--- src/rtl/ifetch_prefetch_queue_pkg.sv ---
// Shared types and helpers for the instruction prefetch queue.
package ifetch_prefetch_queue_pkg;

  typedef struct packed {
    logic [63:0] pc;
    logic [31:0] instr;
    logic        err;
  } ifq_entry_t;

  typedef enum logic {
    IFQ_RUN   = 1'b0,
    IFQ_FLUSH = 1'b1
  } ifq_state_t;

  localparam logic [63:0] IFQ_PC_STEP = 64'd4;

  // Fetch addresses are always word aligned; the low two bits are dropped.
  function automatic logic [63:0] ifq_align_pc(input logic [63:0] pc);
    return pc & ~64'd3;
  endfunction

endpackage

--- src/rtl/ifetch_prefetch_queue_chk.sv ---
// Invariant checks for the prefetch queue credit scheme.
module ifetch_prefetch_queue_chk #(
  parameter int DEPTH           = 4,
  parameter int MAX_OUTSTANDING = 2,
  localparam int OW = $clog2(MAX_OUTSTANDING + 1)
) (
  input logic          clk,
  input logic          rst,
  input logic          push,
  input logic          full,
  input logic [OW-1:0] outstanding
);

  // The credit rule reserves a slot for every outstanding request.
  a_no_push_when_full: assert property (@(posedge clk) disable iff (rst) !(push && full));

  a_outstanding_bound: assert property (@(posedge clk) disable iff (rst)
                                        outstanding <= OW'(MAX_OUTSTANDING));

endmodule

--- src/rtl/ifetch_prefetch_queue_fifo.sv ---
// Synchronous FIFO of fetched instruction entries with a flush that empties it in one cycle.
module ifq_fifo
  import ifetch_prefetch_queue_pkg::*;
#(
  parameter int DEPTH = 4,
  localparam int CW = $clog2(DEPTH + 1),
  localparam int AW = $clog2(DEPTH)
) (
  input  logic          clk,
  input  logic          rst,
  input  logic          push,
  input  ifq_entry_t    push_data,
  input  logic          pop,
  input  logic          flush,
  output ifq_entry_t    head,
  output logic [CW-1:0] count,
  output logic          full
);

  ifq_entry_t    mem_r [DEPTH];
  logic [AW-1:0] wr_ptr_r;
  logic [AW-1:0] rd_ptr_r;
  logic [CW-1:0] count_r;
  logic          do_push_s;
  logic          do_pop_s;

  assign full      = (count_r == CW'(DEPTH));
  assign do_push_s = push && !full;
  assign do_pop_s  = pop && (count_r != CW'(0));
  assign count     = count_r;
  assign head      = mem_r[rd_ptr_r];

  // Pointer and occupancy bookkeeping; flush discards everything buffered.
  always_ff @(posedge clk) begin
    if (rst || flush) begin
      wr_ptr_r <= AW'(0);
      rd_ptr_r <= AW'(0);
      count_r  <= CW'(0);
    end else begin
      if (do_push_s) begin
        wr_ptr_r <= wr_ptr_r + AW'(1);
      end
      if (do_pop_s) begin
        rd_ptr_r <= rd_ptr_r + AW'(1);
      end
      case ({do_push_s, do_pop_s})
        2'b10:   count_r <= count_r + CW'(1);
        2'b01:   count_r <= count_r - CW'(1);
        default: count_r <= count_r;
      endcase
    end
  end

  // Entry storage; contents need no reset because count gates visibility.
  always_ff @(posedge clk) begin
    if (do_push_s) begin
      mem_r[wr_ptr_r] <= push_data;
    end
  end

endmodule

--- src/rtl/ifetch_prefetch_queue.sv ---
// Instruction prefetch queue: issues sequential word fetches, buffers tagged responses,
// and on redirect flushes the buffer and discards responses still in flight.
module ifetch_prefetch_queue
  import ifetch_prefetch_queue_pkg::*;
#(
  parameter int          DEPTH           = 4,
  parameter int          MAX_OUTSTANDING = 2,
  parameter logic [63:0] RESET_PC        = 64'h0
) (
  input  logic        clk,
  input  logic        rst,
  input  logic        redirect_i,
  input  logic [63:0] redirect_pc_i,
  output logic        instr_valid_o,
  input  logic        instr_ready_i,
  output logic [31:0] instr_o,
  output logic [63:0] instr_pc_o,
  output logic        instr_err_o,
  output logic        mem_req_o,
  output logic [63:0] mem_addr_o,
  input  logic        mem_gnt_i,
  input  logic        mem_rvalid_i,
  input  logic [31:0] mem_rdata_i,
  input  logic        mem_err_i
);

  localparam int CW = $clog2(DEPTH + 1);
  localparam int OW = $clog2(MAX_OUTSTANDING + 1);
  localparam int SW = CW + 1;

  ifq_state_t    state_r;
  logic [63:0]   fetch_pc_r;
  logic [63:0]   resp_pc_r;
  logic [OW-1:0] outstanding_r;
  logic [OW-1:0] discard_cnt_r;
  logic          issue_en_r;

  logic [63:0]   redirect_pc_s;
  logic          credit_ok_s;
  logic          grant_s;
  logic          drop_s;
  logic          accept_s;
  logic          pop_s;
  logic [OW-1:0] outstanding_nxt_s;
  logic [OW-1:0] discard_left_s;
  logic [CW-1:0] fifo_count_s;
  logic          fifo_full_s;
  ifq_entry_t    head_s;
  ifq_entry_t    push_entry_s;

  assign redirect_pc_s = ifq_align_pc(redirect_pc_i);
  assign credit_ok_s   = ((SW'(fifo_count_s) + SW'(outstanding_r)) < SW'(DEPTH)) &&
                         (outstanding_r < OW'(MAX_OUTSTANDING));
  // issue_en_r holds requests off for the first cycle out of reset.
  assign mem_req_o     = issue_en_r && (state_r == IFQ_RUN) && !redirect_i && credit_ok_s;
  assign mem_addr_o    = fetch_pc_r;
  assign grant_s       = mem_req_o && mem_gnt_i;
  assign drop_s        = mem_rvalid_i && (discard_cnt_r != OW'(0));
  assign accept_s      = mem_rvalid_i && !drop_s;
  assign pop_s         = instr_valid_o && instr_ready_i;
  assign push_entry_s  = '{pc: resp_pc_r, instr: mem_rdata_i, err: mem_err_i};

  // Outstanding count after this cycle's grant and response; seeds discard_cnt on redirect.
  always_comb begin
    outstanding_nxt_s = outstanding_r;
    case ({grant_s, mem_rvalid_i})
      2'b10:   outstanding_nxt_s = outstanding_r + OW'(1);
      2'b01:   outstanding_nxt_s = outstanding_r - OW'(1);
      default: outstanding_nxt_s = outstanding_r;
    endcase
    if (drop_s) begin
      discard_left_s = discard_cnt_r - OW'(1);
    end else begin
      discard_left_s = discard_cnt_r;
    end
  end

  // Fetch PC, response PC, credit counters and RUN/FLUSH state.
  always_ff @(posedge clk) begin
    if (rst) begin
      state_r       <= IFQ_RUN;
      fetch_pc_r    <= RESET_PC;
      resp_pc_r     <= RESET_PC;
      outstanding_r <= OW'(0);
      discard_cnt_r <= OW'(0);
      issue_en_r    <= 1'b0;
    end else begin
      issue_en_r    <= 1'b1;
      outstanding_r <= outstanding_nxt_s;
      if (redirect_i) begin
        fetch_pc_r    <= redirect_pc_s;
        resp_pc_r     <= redirect_pc_s;
        discard_cnt_r <= outstanding_nxt_s;
        state_r       <= (outstanding_nxt_s != OW'(0)) ? IFQ_FLUSH : IFQ_RUN;
      end else begin
        if (grant_s) begin
          fetch_pc_r <= fetch_pc_r + IFQ_PC_STEP;
        end
        if (accept_s) begin
          resp_pc_r <= resp_pc_r + IFQ_PC_STEP;
        end
        discard_cnt_r <= discard_left_s;
        case (state_r)
          IFQ_RUN:   state_r <= IFQ_RUN;
          IFQ_FLUSH: state_r <= (discard_left_s == OW'(0)) ? IFQ_RUN : IFQ_FLUSH;
          default:   state_r <= IFQ_RUN;
        endcase
      end
    end
  end

  ifq_fifo #(
    .DEPTH(DEPTH)
  ) u_fifo (
    .clk      (clk),
    .rst      (rst),
    .push     (accept_s),
    .push_data(push_entry_s),
    .pop      (pop_s),
    .flush    (redirect_i),
    .head     (head_s),
    .count    (fifo_count_s),
    .full     (fifo_full_s)
  );

  assign instr_valid_o = (fifo_count_s != CW'(0));
  assign instr_o       = head_s.instr;
  assign instr_pc_o    = head_s.pc;
  assign instr_err_o   = head_s.err;

  ifetch_prefetch_queue_chk #(
    .DEPTH          (DEPTH),
    .MAX_OUTSTANDING(MAX_OUTSTANDING)
  ) u_chk (
    .clk        (clk),
    .rst        (rst),
    .push       (accept_s),
    .full       (fifo_full_s),
    .outstanding(outstanding_r)
  );

endmodule

--- config.mk ---
export PLATFORM = sky130hd
export DESIGN_NAME = ifetch_prefetch_queue
export DESIGN_NICKNAME = d
export VERILOG_FILES = /design/src/rtl/ifetch_prefetch_queue_pkg.sv /design/src/rtl/ifetch_prefetch_queue_chk.sv /design/src/rtl/ifetch_prefetch_queue_fifo.sv /design/src/rtl/ifetch_prefetch_queue.sv
export SDC_FILE = /design/constraint.sdc
export NUM_CORES = 1
export LEC_CHECK = 0
export CORE_MARGIN = 2
export CORE_UTILIZATION = 50
export CTS_BUF_LIST = sky130_fd_sc_hd__clkbuf_16
export CTS_CLUSTER_DIAMETER = 150
export DETAILED_ROUTE_END_ITERATION = 10
export PLACE_DENSITY = 0.76
export SLEW_MARGIN = 20
export SYNTH_ARGS = -nofsm -noshare
export SYNTH_HDL_FRONTEND = slang
export SYNTH_SLANG_ARGS = --single-unit
export TNS_END_PERCENT = 100
--- constraint.sdc ---
create_clock -name clk -period 3.82 [get_ports clk]
set_input_delay 0.382 -clock clk [delete_from_list [all_inputs] [get_ports clk]]
set_output_delay 0.382 -clock clk [all_outputs]
set_load 0.01 [all_outputs]
### Word-level counts from Yosys, hierarchy flattened

Memories as Yosys holds them, arrays and structs flattened. A register that Yosys moved wholly into a read port is not among the register bits.
Index checks and enable logic that the tools add are counted.

* bits in registers: 141
* memory bits (writable): 388
* input port bits: 103
* output and inout port bits: 163
* logic and storage cells: 69
* memories kept: 1

* $add $sub $neg: 10
* $lt $le $gt $ge: 2
* equality and inequality tests: 5
* muxes and demuxes: 17
* bitwise logic cells: 1
* reduce and logical (&&, ||, !) cells: 22

Memory list
* u_fifo.mem_r: words 4, width 97, read ports 1, clocked after memory_dff 1, wr ports 1, line ifetch_prefetch_queue_fifo.sv:20 `ifq_entry_t mem_r [DEPTH];`

Operator list (count)
* 2-to-1 mux 64 bit: 4
* adder 64 x 3 -> 64 bit, second input constant: 2
* logical AND 1 bit: 10
* nonzero test 2 bit: 5
* 2-to-1 mux 2 bit: 4
* adder 2 x 1 -> 2 bit, second input constant: 3
* 2-to-1 mux 1 bit: 6
* case mux 3 bit (2 select lines): 1
* adder 3 x 2 -> 4 bit: 1
* == test 2 x 1 -> 1 bit, second input constant: 2
* == test 2 bit, second input constant: 2
* < comparator 4 x 3 -> 1 bit, second input constant: 1
* case mux 2 bit (2 select lines): 1
* subtractor 2 x 1 -> 2 bit, second input constant: 2
* adder 3 x 1 -> 3 bit, second input constant: 1
* == test 3 bit, second input constant: 1
* logical NOT 1 bit: 3
* nonzero test 3 bit: 1
* subtractor 3 x 1 -> 3 bit, second input constant: 1
* logical NOT 2 bit: 1
* < comparator 2 bit, second input constant: 1
* case mux 1 bit (2 select lines): 1
* OR reduction 2 bit: 1
* logical OR 1 bit: 1
* NOT 1 bit: 1

### Depth between registers and ports, before layout

Gate-level depths: netlist (run 1).

* depth after elaboration: 10
* depth in mapped cells: 14
* mapped depth without buffers: 11

### Hierarchy

From an unflattened synthesis (run 1), not the netlist that was laid out.

* cell total of the unflattened synthesis: 1514
* area total of the unflattened synthesis: 21962.3 µm²

By module, submodules not included
* ifq_fifo: times used 1, cells an instance 560, area an instance 14461.4 µm²
* ifetch_prefetch_queue: times used 1, cells an instance 954, area an instance 7500.9 µm²

### Worst setup path after synthesis (run 1)

OpenSTA, ideal clock, no wires.

* path kind: flip-flop to flip-flop
* from: reg discard_cnt_r[0]
* to: mem u_fifo.mem_r[1][0] in the netlist's numbering (enable)
* library setup time: 464 ps
* arrival: 3255 ps
* data required time: 3356 ps
* slack: 101 ps
* cell stages (with the launch flop): 6
* path through: dfxtp_1 > inv_1 > ha_1 > nand2_1 > a31oi_1 > and2_1

* word-level cells in the longest chain between the ends: 7

Ends and longest elaborated chain
* start, declared: line ifetch_prefetch_queue.sv:35 `logic [OW-1:0] discard_cnt_r;`
* start signal, assigned: line ifetch_prefetch_queue.sv:93 `discard_cnt_r <= outstanding_nxt_s;`
* start signal, assigned: line ifetch_prefetch_queue.sv:102 `discard_cnt_r <= discard_left_s;`
* nonzero test 2 bit: line ifetch_prefetch_queue.sv:58 `assign drop_s = mem_rvalid_i && (discard_cnt_r != OW'(0));`
* logical AND 1 bit: line ifetch_prefetch_queue.sv:58
* logical NOT 1 bit: line ifetch_prefetch_queue.sv:59 `assign accept_s = mem_rvalid_i && !drop_s;`
* logical AND 1 bit: line ifetch_prefetch_queue.sv:59
* logical AND 1 bit: line ifetch_prefetch_queue_fifo.sv:28 `assign do_push_s = push && !full;`
* 2-to-1 mux 1 bit: line ifetch_prefetch_queue_fifo.sv:56 `if (do_push_s) begin`
* 2-to-1 mux 1 bit (implied by the code): line ifetch_prefetch_queue_fifo.sv:57 `mem_r[wr_ptr_r] <= push_data;`
* end, declared: line ifetch_prefetch_queue_fifo.sv:20

Every way passes these cells.

### Final worst setup path (run 1)

* from: reg fetch_pc_r[9], in the netlist mem_addr_o[9]
* to: reg fetch_pc_r[44], in the netlist mem_addr_o[44]

* word-level cells in the longest chain between the ends: 3

Ends and longest elaborated chain
* start, declared: line ifetch_prefetch_queue.sv:32 `logic [63:0] fetch_pc_r;`
* start signal, assigned: line ifetch_prefetch_queue.sv:91 `fetch_pc_r <= redirect_pc_s;`
* start signal, assigned: line ifetch_prefetch_queue.sv:97 `fetch_pc_r <= fetch_pc_r + IFQ_PC_STEP;`
* adder 64 x 3 -> 64 bit: line ifetch_prefetch_queue.sv:97
* 2-to-1 mux 64 bit: line ifetch_prefetch_queue.sv:96 `if (grant_s) begin`
* 2-to-1 mux 64 bit: line ifetch_prefetch_queue.sv:90 `if (redirect_i) begin`

Every way passes these cells. The select of a mux whose other input is x is not followed.
A chain may end at the register's enable or synchronous reset.

==> results of run 1 <==
==> how the worst max path moves through the flow <==
stage | slack, ns | endpoint
2_1_floorplan | 0.10 | u_fifo.mem_r[1][0]
3_5_place_dp | 0.85 | mem_addr_o[44]
6_report | 0.71 | mem_addr_o[44]
5_1_grt | 0.58 | instr_pc_o[48]
4_1_cts | 0.64 | instr_pc_o[48]
3_3_place_gp | 0.88 | u_fifo.mem_r[2][11]
==> kinds of logic after synthesis <==
logic type,after synthesis,share of synthesized area
buffers and inverters,112,0.0203
xor gates and xnor gates,76,0.0308
DFF,519,0.658
adders and majority gates,11,0.00673
other,1,0.000174
AOI/OAI and AO/OA,248,0.0705
and+or+nand+nor,458,0.108
muxes,110,0.106
==> cells in the mapped netlist, types with 3 or more instances <==
cell type  count  area share
a211oi_1      18      0.0063
a21boi_0       7      0.0024
a21oi_1       72       0.017
a221oi_1       4      0.0016
a22oi_1       13      0.0045
a311oi_1       5      0.0020
a31oi_1       29      0.0084
a32oi_1        9      0.0037
a41oi_1        4      0.0016
and2_1        12      0.0035
and3_1        30      0.0087
and4_1        12      0.0049
buf_1         13      0.0023
buf_4          4      0.0014
clkbuf_1      66       0.011
dfxtp_1      139        0.13
edfxtp_1     380        0.53
ha_1          10      0.0058
inv_1         27      0.0047
mux2i_1       14      0.0065
mux4_2        95       0.099
nand2_1       88       0.015
nand2b_1       3     0.00087
nand3_1       48       0.011
nand4_1       54       0.016
nor2_1       121       0.021
nor3_1        32      0.0074
nor4_1        26      0.0075
o211ai_1       3      0.0010
o21a_1         3      0.0010
o21ai_0       59       0.014
o22ai_1       13      0.0038
or3_1         18      0.0052
or4_1          4      0.0014
xnor2_1       60       0.024
xor2_1        16      0.0065
==> area by class of cell <==
class,count,area share
well taps,546,0.0256
clock inverters,40,0.0124
flip-flops and latches,519,0.532
multi-input cells,907,0.261
clock buffers,53,0.0497
repair buffers,301,0.116
inverters,27,0.00380
==> metal layers <==
metal	up-vias	global-route usage	wire length (um)
li1	6555	-	-
met1	7179	0.356	23300
met2	705	0.390	25800
met3	92	0.0411	4760
met4	0	0.0814	1400
met5	-	0	0
==> power by group through the flow <==
stage               Sequential (mW)  Clock, mW  Combinational [mW]
floorplan                      6.59          0               0.581
global placement               6.62          0                1.23
detailed placement             6.64          0                1.24
CTS                            6.52       5.03                1.25
global route                   6.56       5.23                1.33
finish                         6.53       4.94                1.24
==> stage by stage <==
stage	hold WS [ns]	setup WS, ns
finish	0.304	0.715
global route	0.312	0.580
CTS	0.265	0.638
detailed placement	0.523	0.846
global placement	0.517	0.879
floorplan	0.481	0.101
==> registers in the layout (all words and copies together) (netlist names), 2 cells and up, named ones only <==
name	count
resp_pc_r	62
u_fifo.rd_ptr_r	2
u_fifo.count	3
u_fifo.wr_ptr_r	2
u_fifo.mem_r	380
outstanding_r	2
mem_addr_o	62
discard_cnt_r	2
==> critical path, delay by kind of cell, from the launching register on <==
kind / cells / cell delay (ns)
AND/OR/NAND/NOR: 5 / 2.08
AO/OA/AOI/OAI: 1 / 0.17
flip-flops: 1 / 0.48
buffers and inverters: 1 / 0.28
==> report_table.html, run 1 <==
<table>
<tr><th>Metric</th><th>Value</th></tr>
<tr><th colspan="2">Run status</th></tr>
<tr><td>Result of the run</td><td>completed</td></tr>
<tr><th colspan="2">Floorplanning</th></tr>
<tr><td>Core region area</td><td>42800 um^2</td></tr>
<tr><td>Effective utilization at floorplan</td><td>0.504</td></tr>
<tr><td>Die Width</td><td>212 um</td></tr>
<tr><td>FP Rows</td><td>76</td></tr>
<tr><td># IOs</td><td>266</td></tr>
<tr><td>Area enclosed by the die boundary</td><td>44800 um^2</td></tr>
<tr><td>Die extent in y</td><td>212 um</td></tr>
<tr><th colspan="2">Worst setup path</th></tr>
<tr><td>Critical-path cell with the highest stage delay</td><td>or4_1</td></tr>
<tr><td>FF-to-FF path depth</td><td>7</td></tr>
<tr><td>Type of the worst setup path</td><td>reg -&gt; reg</td></tr>
<tr><td>Crit. End Element</td><td>flop</td></tr>
<tr><td>Start point of the critical path</td><td>mem_addr_o[9]</td></tr>
<tr><td>Data arrival time of the worst path</td><td>3.62 ns</td></tr>
<tr><td>Reg2reg setup slack</td><td>0.71 ns</td></tr>
<tr><td>Crit path largest cell delay</td><td>0.80 ns</td></tr>
<tr><td>Reg-to-Reg Start</td><td>mem_addr_o[9]</td></tr>
<tr><td>Peak fanout along the critical path</td><td>10</td></tr>
<tr><td>Setup crit start kind</td><td>flop</td></tr>
<tr><td>Cell-by-cell trace of the critical path</td><td>nand4_2 &gt; or4_1 &gt; nor4_4 &gt; buf_4 &gt; nand4_1 &gt; or3_1 &gt; a31oi_1</td></tr>
<tr><td>Endpoint of the most critical register-to-register path</td><td>mem_addr_o[44]</td></tr>
<tr><td>Critical path data required time</td><td>4.34 ns</td></tr>
<tr><th colspan="2">STA</th></tr>
<tr><td>Number of hold violations in the final report</td><td>0</td></tr>
<tr><td>Clock skew</td><td>0.0301 ns</td></tr>
<tr><td>Post-route fraction of the period consumed by the critical path</td><td>0.813</td></tr>
<tr><td>Summed negative setup slack over all endpoints</td><td>0 ns</td></tr>
<tr><td>RSZ-0062 raised after global routing</td><td>false</td></tr>
<tr><td>Worst max-slew margin expressed relative to the limit</td><td>0.375</td></tr>
<tr><td>Final Setup Violations</td><td>0</td></tr>
<tr><td>Transition time at the pin with the least slew margin</td><td>0.924 ns</td></tr>
<tr><td>Highest clock rate</td><td>0.322 GHz</td></tr>
<tr><td>Final Critical Period</td><td>3.11 ns</td></tr>
<tr><td>Final Max Slew Viols</td><td>0</td></tr>
<tr><th colspan="2">Route</th></tr>
<tr><td>Final routed wire length divided by cell count</td><td>23.1 um</td></tr>
<tr><td>Iteration count of the initial detailed-routing pass</td><td>5</td></tr>
<tr><td>Vias per inst</td><td>6.07</td></tr>
<tr><td>Number of DRC markers after the initial detailed-route iteration</td><td>1237</td></tr>
<tr><td>Number of nets with antenna violations after detailed routing</td><td>0</td></tr>
<tr><td>Number of vias after detailed routing</td><td>14500</td></tr>
<tr><td>Drc violations</td><td>0</td></tr>
<tr><td>Final wirelength</td><td>55300 um</td></tr>
<tr><th colspan="2">Synth</th></tr>
<tr><td>Primary FF master, synth</td><td>edfxtp_1</td></tr>
<tr><td>Distinct cells, synth</td><td>54</td></tr>
<tr><td>Count of warnings emitted by yosys</td><td>0</td></tr>
<tr><td>Number of synthesized flops with an enable pin</td><td>380</td></tr>
<tr><td>Syn Std Cell Area</td><td>21600 um^2</td></tr>
<tr><td>Number of standard cells after synthesis</td><td>1535</td></tr>
<tr><td>Mean post-synth cell area</td><td>14.1 um^2</td></tr>
<tr><td>Register bit total from synthesis</td><td>519</td></tr>
<tr><td>Sequential share of the synthesized area</td><td>0.658</td></tr>
<tr><td>Asr flop ratio synth</td><td>0</td></tr>
<tr><th colspan="2">Layout</th></tr>
<tr><td>Commonest cells after routing, fill and taps aside</td><td>edfxtp_1, clkdlybuf4s50_1, dfxtp_1</td></tr>
<tr><td>N_diodes</td><td>0</td></tr>
<tr><td>Total area of multi-input combinational cells</td><td>6970 um^2</td></tr>
<tr><td>Post-Route Utilization</td><td>0.624</td></tr>
<tr><td>Filler-free cell count of the finished design</td><td>2393</td></tr>
<tr><td>Number of fill cells in the layout</td><td>3205</td></tr>
<tr><td>Area Growth Syn to Fin</td><td>23.7%</td></tr>
<tr><td>Layout cell share with drive strength beyond 1</td><td>0.123</td></tr>
<tr><td>Leading cell type in the layout, fill and taps excluded</td><td>edfxtp_1</td></tr>
<tr><td>Register area</td><td>14200 um^2</td></tr>
<tr><td>Number of nets in the layout</td><td>1922</td></tr>
<tr><td>Final design instance area without fill</td><td>26700 um^2</td></tr>
<tr><th colspan="2">Power</th></tr>
<tr><td>Net load switching power</td><td>2.92 mW</td></tr>
<tr><td>Register share of total power</td><td>0.514</td></tr>
<tr><td>Worst IR drop on VDD</td><td>0.302 mV</td></tr>
<tr><td>Total leakage power</td><td>8.62 nW</td></tr>
<tr><td>Internal power</td><td>9.79 mW</td></tr>
<tr><td>Overall Power</td><td>12.7 mW</td></tr>
<tr><td>Comb power frac</td><td>0.098</td></tr>
<tr><td>Clock power share</td><td>0.389</td></tr>
<tr><td>Sw Ratio</td><td>0.230</td></tr>
<tr><td>Power per cell area</td><td>476 nW/um^2</td></tr>
<tr><th colspan="2">Hold path</th></tr>
<tr><td>Min-Delay Endpoint</td><td>resp_pc_r[35]</td></tr>
<tr><td>Number of stages on the worst hold path</td><td>2</td></tr>
<tr><td>Worst min-delay path category</td><td>in -&gt; reg</td></tr>
<tr><td>Hold Path Origin</td><td>rst</td></tr>
<tr><th colspan="2">Clocking</th></tr>
<tr><td>Num CTS Buffers</td><td>52</td></tr>
<tr><td>Root cell of the clock tree</td><td>clkbuf_16</td></tr>
<tr><td>Hold_buf cts</td><td>0</td></tr>
<tr><td>Clock tree from TritonCTS</td><td>yes</td></tr>
<tr><td>Buffer depth of the longest clock path</td><td>3</td></tr>
<tr><td>Post-CTS sizing</td><td>0</td></tr>
<tr><td>Clock Latency Late Sink</td><td>0.59 ns</td></tr>
<tr><td>CTS H-tree lvls</td><td>2</td></tr>
<tr><td>Clock transition at the registers of the reported paths</td><td>0.07 ns</td></tr>
<tr><td>Number of post-CTS setup repair buffers</td><td>0</td></tr>
<tr><td>Clock sink count</td><td>519</td></tr>
<tr><th colspan="2">Global routing</th></tr>
<tr><td>Largest net degree at the start of global routing</td><td>101</td></tr>
<tr><td>First-pass GRT wire length</td><td>83900 um</td></tr>
<tr><td>Via count of the first global-routing pass</td><td>14200</td></tr>
<tr><td>Initial antenna violation count</td><td>0</td></tr>
<tr><td>Overflow left after global routing</td><td>0</td></tr>
<tr><td>Total global-route track usage</td><td>0.248</td></tr>
<tr><th colspan="2">Placed design</th></tr>
<tr><td>Area after DPL</td><td>25000 um^2</td></tr>
<tr><td>Routability congestion estimate</td><td>0.928</td></tr>
<tr><td>Number of input and output port buffers inserted</td><td>259</td></tr>
<tr><td>Placed Cells</td><td>2300</td></tr>
<tr><td>Placed wire-length estimate</td><td>37700 um</td></tr>
<tr><th colspan="2">Flow run</th></tr>
<tr><td>Max-cap viol count</td><td>0</td></tr>
</table>
(Power assumes the default switching activity.)
==> inputs of run 2 (changes only) <==
--- a/config.mk
+++ b/config.mk
@@ -6,11 +6,11 @@
 export NUM_CORES = 1
 export LEC_CHECK = 0
 export CORE_MARGIN = 2
-export CORE_UTILIZATION = 50
+export CORE_UTILIZATION = 56
 export CTS_BUF_LIST = sky130_fd_sc_hd__clkbuf_16
 export CTS_CLUSTER_DIAMETER = 150
 export DETAILED_ROUTE_END_ITERATION = 10
-export PLACE_DENSITY = 0.76
+export PLACE_DENSITY = 0.8
 export SLEW_MARGIN = 20
 export SYNTH_ARGS = -nofsm -noshare
 export SYNTH_HDL_FRONTEND = slang
==> constraint.sdc (replaced) <==
create_clock -name clk -period 2.9 [get_ports clk]
set_input_delay 0.29 -clock clk [delete_from_list [all_inputs] [get_ports clk]]
set_output_delay 0.29 -clock clk [all_outputs]
set_load 0.01 [all_outputs]
==> report_table.html, run 2 (synthesis results as in run 1) <==
<table>
<tr><th>Metric</th><th>Value</th></tr>
<tr><th colspan="2">Power</th></tr>
<tr><td>Power per cell area</td><td>626 nW/um^2 (was 476 nW/um^2)</td></tr>
<tr><td>Total leakage power</td><td>8.83 nW (was 8.62 nW)</td></tr>
<tr><td>Worst IR drop on VDD</td><td>0.416 mV (was 0.302 mV)</td></tr>
<tr><th colspan="2">Clocking</th></tr>
<tr><td>CTS H-tree lvls</td><td>2 (unchanged)</td></tr>
<tr><td>Post-CTS sizing</td><td>0 (unchanged)</td></tr>
<tr><td>Clock tree from TritonCTS</td><td>yes (unchanged)</td></tr>
<tr><td>Buffer depth of the longest clock path</td><td>3 (unchanged)</td></tr>
<tr><td>Root cell of the clock tree</td><td>clkbuf_16 (unchanged)</td></tr>
<tr><td>Num CTS Buffers</td><td>51 (was 52)</td></tr>
<tr><td>Clock Latency Late Sink</td><td>0.57 ns (was 0.59 ns)</td></tr>
<tr><td>Clock transition at the registers of the reported paths</td><td>0.06 ns (was 0.07 ns)</td></tr>
<tr><td>Clock sink count</td><td>519 (unchanged)</td></tr>
<tr><th colspan="2">Global routing</th></tr>
<tr><td>Total global-route track usage</td><td>0.276 (was 0.248)</td></tr>
<tr><td>First-pass GRT wire length</td><td>85400 um (was 83900 um)</td></tr>
<tr><td>Via count of the first global-routing pass</td><td>14600 (was 14200)</td></tr>
<tr><td>Overflow left after global routing</td><td>0 (unchanged)</td></tr>
<tr><td>Initial antenna violation count</td><td>0 (unchanged)</td></tr>
<tr><td>Largest net degree at the start of global routing</td><td>79 (was 101)</td></tr>
<tr><th colspan="2">Layout</th></tr>
<tr><td>Area Growth Syn to Fin</td><td>25.1% (was 23.7%)</td></tr>
<tr><td>Final design instance area without fill</td><td>27000 um^2 (was 26700 um^2)</td></tr>
<tr><td>Register bank with the most flops</td><td>u_fifo.mem_r (unchanged)</td></tr>
<tr><td>Number of flip-flops in the largest register</td><td>380 (unchanged)</td></tr>
<tr><td>Register area</td><td>14200 um^2 (unchanged)</td></tr>
<tr><td>Number of fill cells in the layout</td><td>2526 (was 3205)</td></tr>
<tr><td>Post-Route Utilization</td><td>0.713 (was 0.624)</td></tr>
<tr><td>Leading cell type in the layout, fill and taps excluded</td><td>edfxtp_1 (unchanged)</td></tr>
<tr><td>Number of nets in the layout</td><td>1953 (was 1922)</td></tr>
<tr><td>Total area of multi-input combinational cells</td><td>6970 um^2 (unchanged)</td></tr>
<tr><td>Filler-free cell count of the finished design</td><td>2390 (was 2393)</td></tr>
<tr><td>N_diodes</td><td>0 (unchanged)</td></tr>
<tr><td>Layout cell share with drive strength beyond 1</td><td>0.137 (was 0.123)</td></tr>
<tr><td>Commonest cells after routing, fill and taps aside</td><td>edfxtp_1, clkdlybuf4s50_1, dfxtp_1 (unchanged)</td></tr>
<tr><th colspan="2">STA</th></tr>
<tr><td>Clock skew</td><td>0.0173 ns (was 0.0301 ns)</td></tr>
<tr><td>Transition time at the pin with the least slew margin</td><td>0.787 ns (was 0.924 ns)</td></tr>
<tr><td>Worst max-slew margin expressed relative to the limit</td><td>0.475 (was 0.375)</td></tr>
<tr><td>Final Max Slew Viols</td><td>0 (unchanged)</td></tr>
<tr><td>Final Critical Period</td><td>2.70 ns (was 3.11 ns)</td></tr>
<tr><td>Number of hold violations in the final report</td><td>0 (unchanged)</td></tr>
<tr><td>Final Setup Violations</td><td>0 (unchanged)</td></tr>
<tr><td>RSZ-0062 raised after global routing</td><td>false (unchanged)</td></tr>
<tr><td>Highest clock rate</td><td>0.370 GHz (was 0.322 GHz)</td></tr>
<tr><td>Fin Hold WS</td><td>0.0932 ns (was 0.304 ns)</td></tr>
<tr><td>Post-route fraction of the period consumed by the critical path</td><td>0.932 (was 0.813)</td></tr>
<tr><td>Summed negative setup slack over all endpoints</td><td>0 ns (unchanged)</td></tr>
<tr><th colspan="2">Hold path</th></tr>
<tr><td>Worst min-delay path category</td><td>in -&gt; reg (unchanged)</td></tr>
<tr><th colspan="2">Route</th></tr>
<tr><td>Final routed wire length divided by cell count</td><td>23.4 um (was 23.1 um)</td></tr>
<tr><td>Number of vias after detailed routing</td><td>14700 (was 14500)</td></tr>
<tr><td>Drc violations</td><td>0 (unchanged)</td></tr>
<tr><td>Vias per inst</td><td>6.17 (was 6.07)</td></tr>
<tr><td>Iteration count of the initial detailed-routing pass</td><td>7 (was 5)</td></tr>
<tr><td>Number of DRC markers after the initial detailed-route iteration</td><td>1161 (was 1237)</td></tr>
<tr><td>Final wirelength</td><td>55900 um (was 55300 um)</td></tr>
<tr><td>Number of nets with antenna violations after detailed routing</td><td>0 (unchanged)</td></tr>
<tr><th colspan="2">Worst setup path</th></tr>
<tr><td>Sum of buffers and inverters on the critical path</td><td>1 (unchanged)</td></tr>
<tr><td>Crit path largest cell delay</td><td>0.70 ns (was 0.80 ns)</td></tr>
<tr><td>Dominant delay contributor by cell family on the critical path</td><td>simple AND/OR/NAND/NOR gates (unchanged)</td></tr>
<tr><td>Cell-by-cell trace of the critical path</td><td>nand4_1 &gt; or4_1 &gt; nor4b_1 &gt; buf_4 &gt; a31oi_1 &gt; o21ai_0 &gt; a31oi_1 (was nand4_2 &gt; or4_1 &gt; nor4_4 &gt; buf_4 &gt; nand4_1 &gt; or3_1 &gt; a31oi_1)</td></tr>
<tr><td>Crit. End Element</td><td>flop (unchanged)</td></tr>
<tr><td>Library cell appearing most often on the critical path</td><td>a31oi_1</td></tr>
<tr><td>Setup crit start kind</td><td>flop (unchanged)</td></tr>
<tr><td>Critical path data required time</td><td>3.33 ns (was 4.34 ns)</td></tr>
<tr><td>Type of the worst setup path</td><td>reg -&gt; reg (unchanged)</td></tr>
<tr><td>Critical-path cell with the highest stage delay</td><td>nor4b_1 (was or4_1)</td></tr>
<tr><td>Data arrival time of the worst path</td><td>3.14 ns (was 3.62 ns)</td></tr>
<tr><td>Reg2reg setup slack</td><td>0.20 ns (was 0.71 ns)</td></tr>
<tr><td>Peak fanout along the critical path</td><td>7 (was 10)</td></tr>
<tr><th colspan="2">Placed design</th></tr>
<tr><td>Placed Cells</td><td>2293 (was 2300)</td></tr>
<tr><td>Number of input and output port buffers inserted</td><td>259 (unchanged)</td></tr>
<tr><td>Area after DPL</td><td>25300 um^2 (was 25000 um^2)</td></tr>
<tr><td>Routability congestion estimate</td><td>0.968 (was 0.928)</td></tr>
<tr><td>Placed wire-length estimate</td><td>38200 um (was 37700 um)</td></tr>
<tr><th colspan="2">Floorplanning</th></tr>
<tr><td># IOs</td><td>266 (unchanged)</td></tr>
<tr><td>Effective utilization at floorplan</td><td>0.570 (was 0.504)</td></tr>
<tr><td>Die Width</td><td>200 um (was 212 um)</td></tr>
<tr><td>Area enclosed by the die boundary</td><td>40100 um^2 (was 44800 um^2)</td></tr>
<tr><td>Die extent in y</td><td>200 um (was 212 um)</td></tr>
<tr><td>FP Rows</td><td>71 (was 76)</td></tr>
<tr><td>Core region area</td><td>37800 um^2 (was 42800 um^2)</td></tr>
<tr><th colspan="2">Flow run</th></tr>
<tr><td>Max-cap viol count</td><td>0 (unchanged)</td></tr>
<tr><th colspan="2">Run status</th></tr>
<tr><td>Result of the run</td><td>completed (unchanged)</td></tr>
</table>
[run 2: changes by cell type in the layout (fill, tap and decap cells not counted)]
cell	change
inv_6	-1
clkinvlp_4	-6
clkinv_1	+3
clkinv_2	+1
buf_4	+27
bufinv_16	+2
buf_12	+5
inv_2	+1
[run 2: layout make-up]
class	count	share of cell area
clock buffers	53	0.0491
clock inverters	40	0.0132
inverters	27	0.00376
multi-input cells	907	0.258
flip-flops and latches	519	0.526
well taps	511	0.0237
repair buffers	333	0.126
[run 2: worst paths after layout]
| kind | from | cells past startpoint | end |
|---|---|---|---|
| max | mem_addr_o[14] | 7 | mem_addr_o[42] |
| min | rst | 3 | mem_addr_o[63] |
| max reg2reg | mem_addr_o[14] | 7 | mem_addr_o[42] |
| min reg2reg | u_fifo.count[2] | 2 | u_fifo.count[2] |
[run 2: through the flow]
stage          setup slack, ns  power (mW)
6_report                 0.198        16.9
5_1_grt                  0.102        17.4
4_1_cts                  0.178        17.0
3_5_place_dp             0.243        10.4
3_3_place_gp             0.255        10.3
2_1_floorplan            0.209        9.43
[run 2: repair_timing]
action / CTS / global route
endpoints found under the hold margin: 0 / 0
setup endpoints to repair: 2 / 0
hold buffers: 0 / 0
setup buffers: 4 / 0
[run 2: tightest hold or removal path: stages]
cell and delay (ns):
buf_4 0.12, a21oi_1 0.12, a211o_1 0.10
[run 2: power by group]
part,internal (mW),switching [mW]
sequential,8.31,0.271
clock,3.91,2.71
combinational,0.869,0.822
total,13.1,3.80
[run 2: metal layers]
layer / part of all wire / wire length (um) / GRT usage / up-vias
li1: - / - / - / 6607
met1: 0.41 / 22800 / 0.394 / 7279
met2: 0.47 / 26000 / 0.428 / 754
met3: 0.093 / 5220 / 0.0576 / 102
met4: 0.033 / 1820 / 0.0947 / 0
met5: 0 / 0 / 0 / -
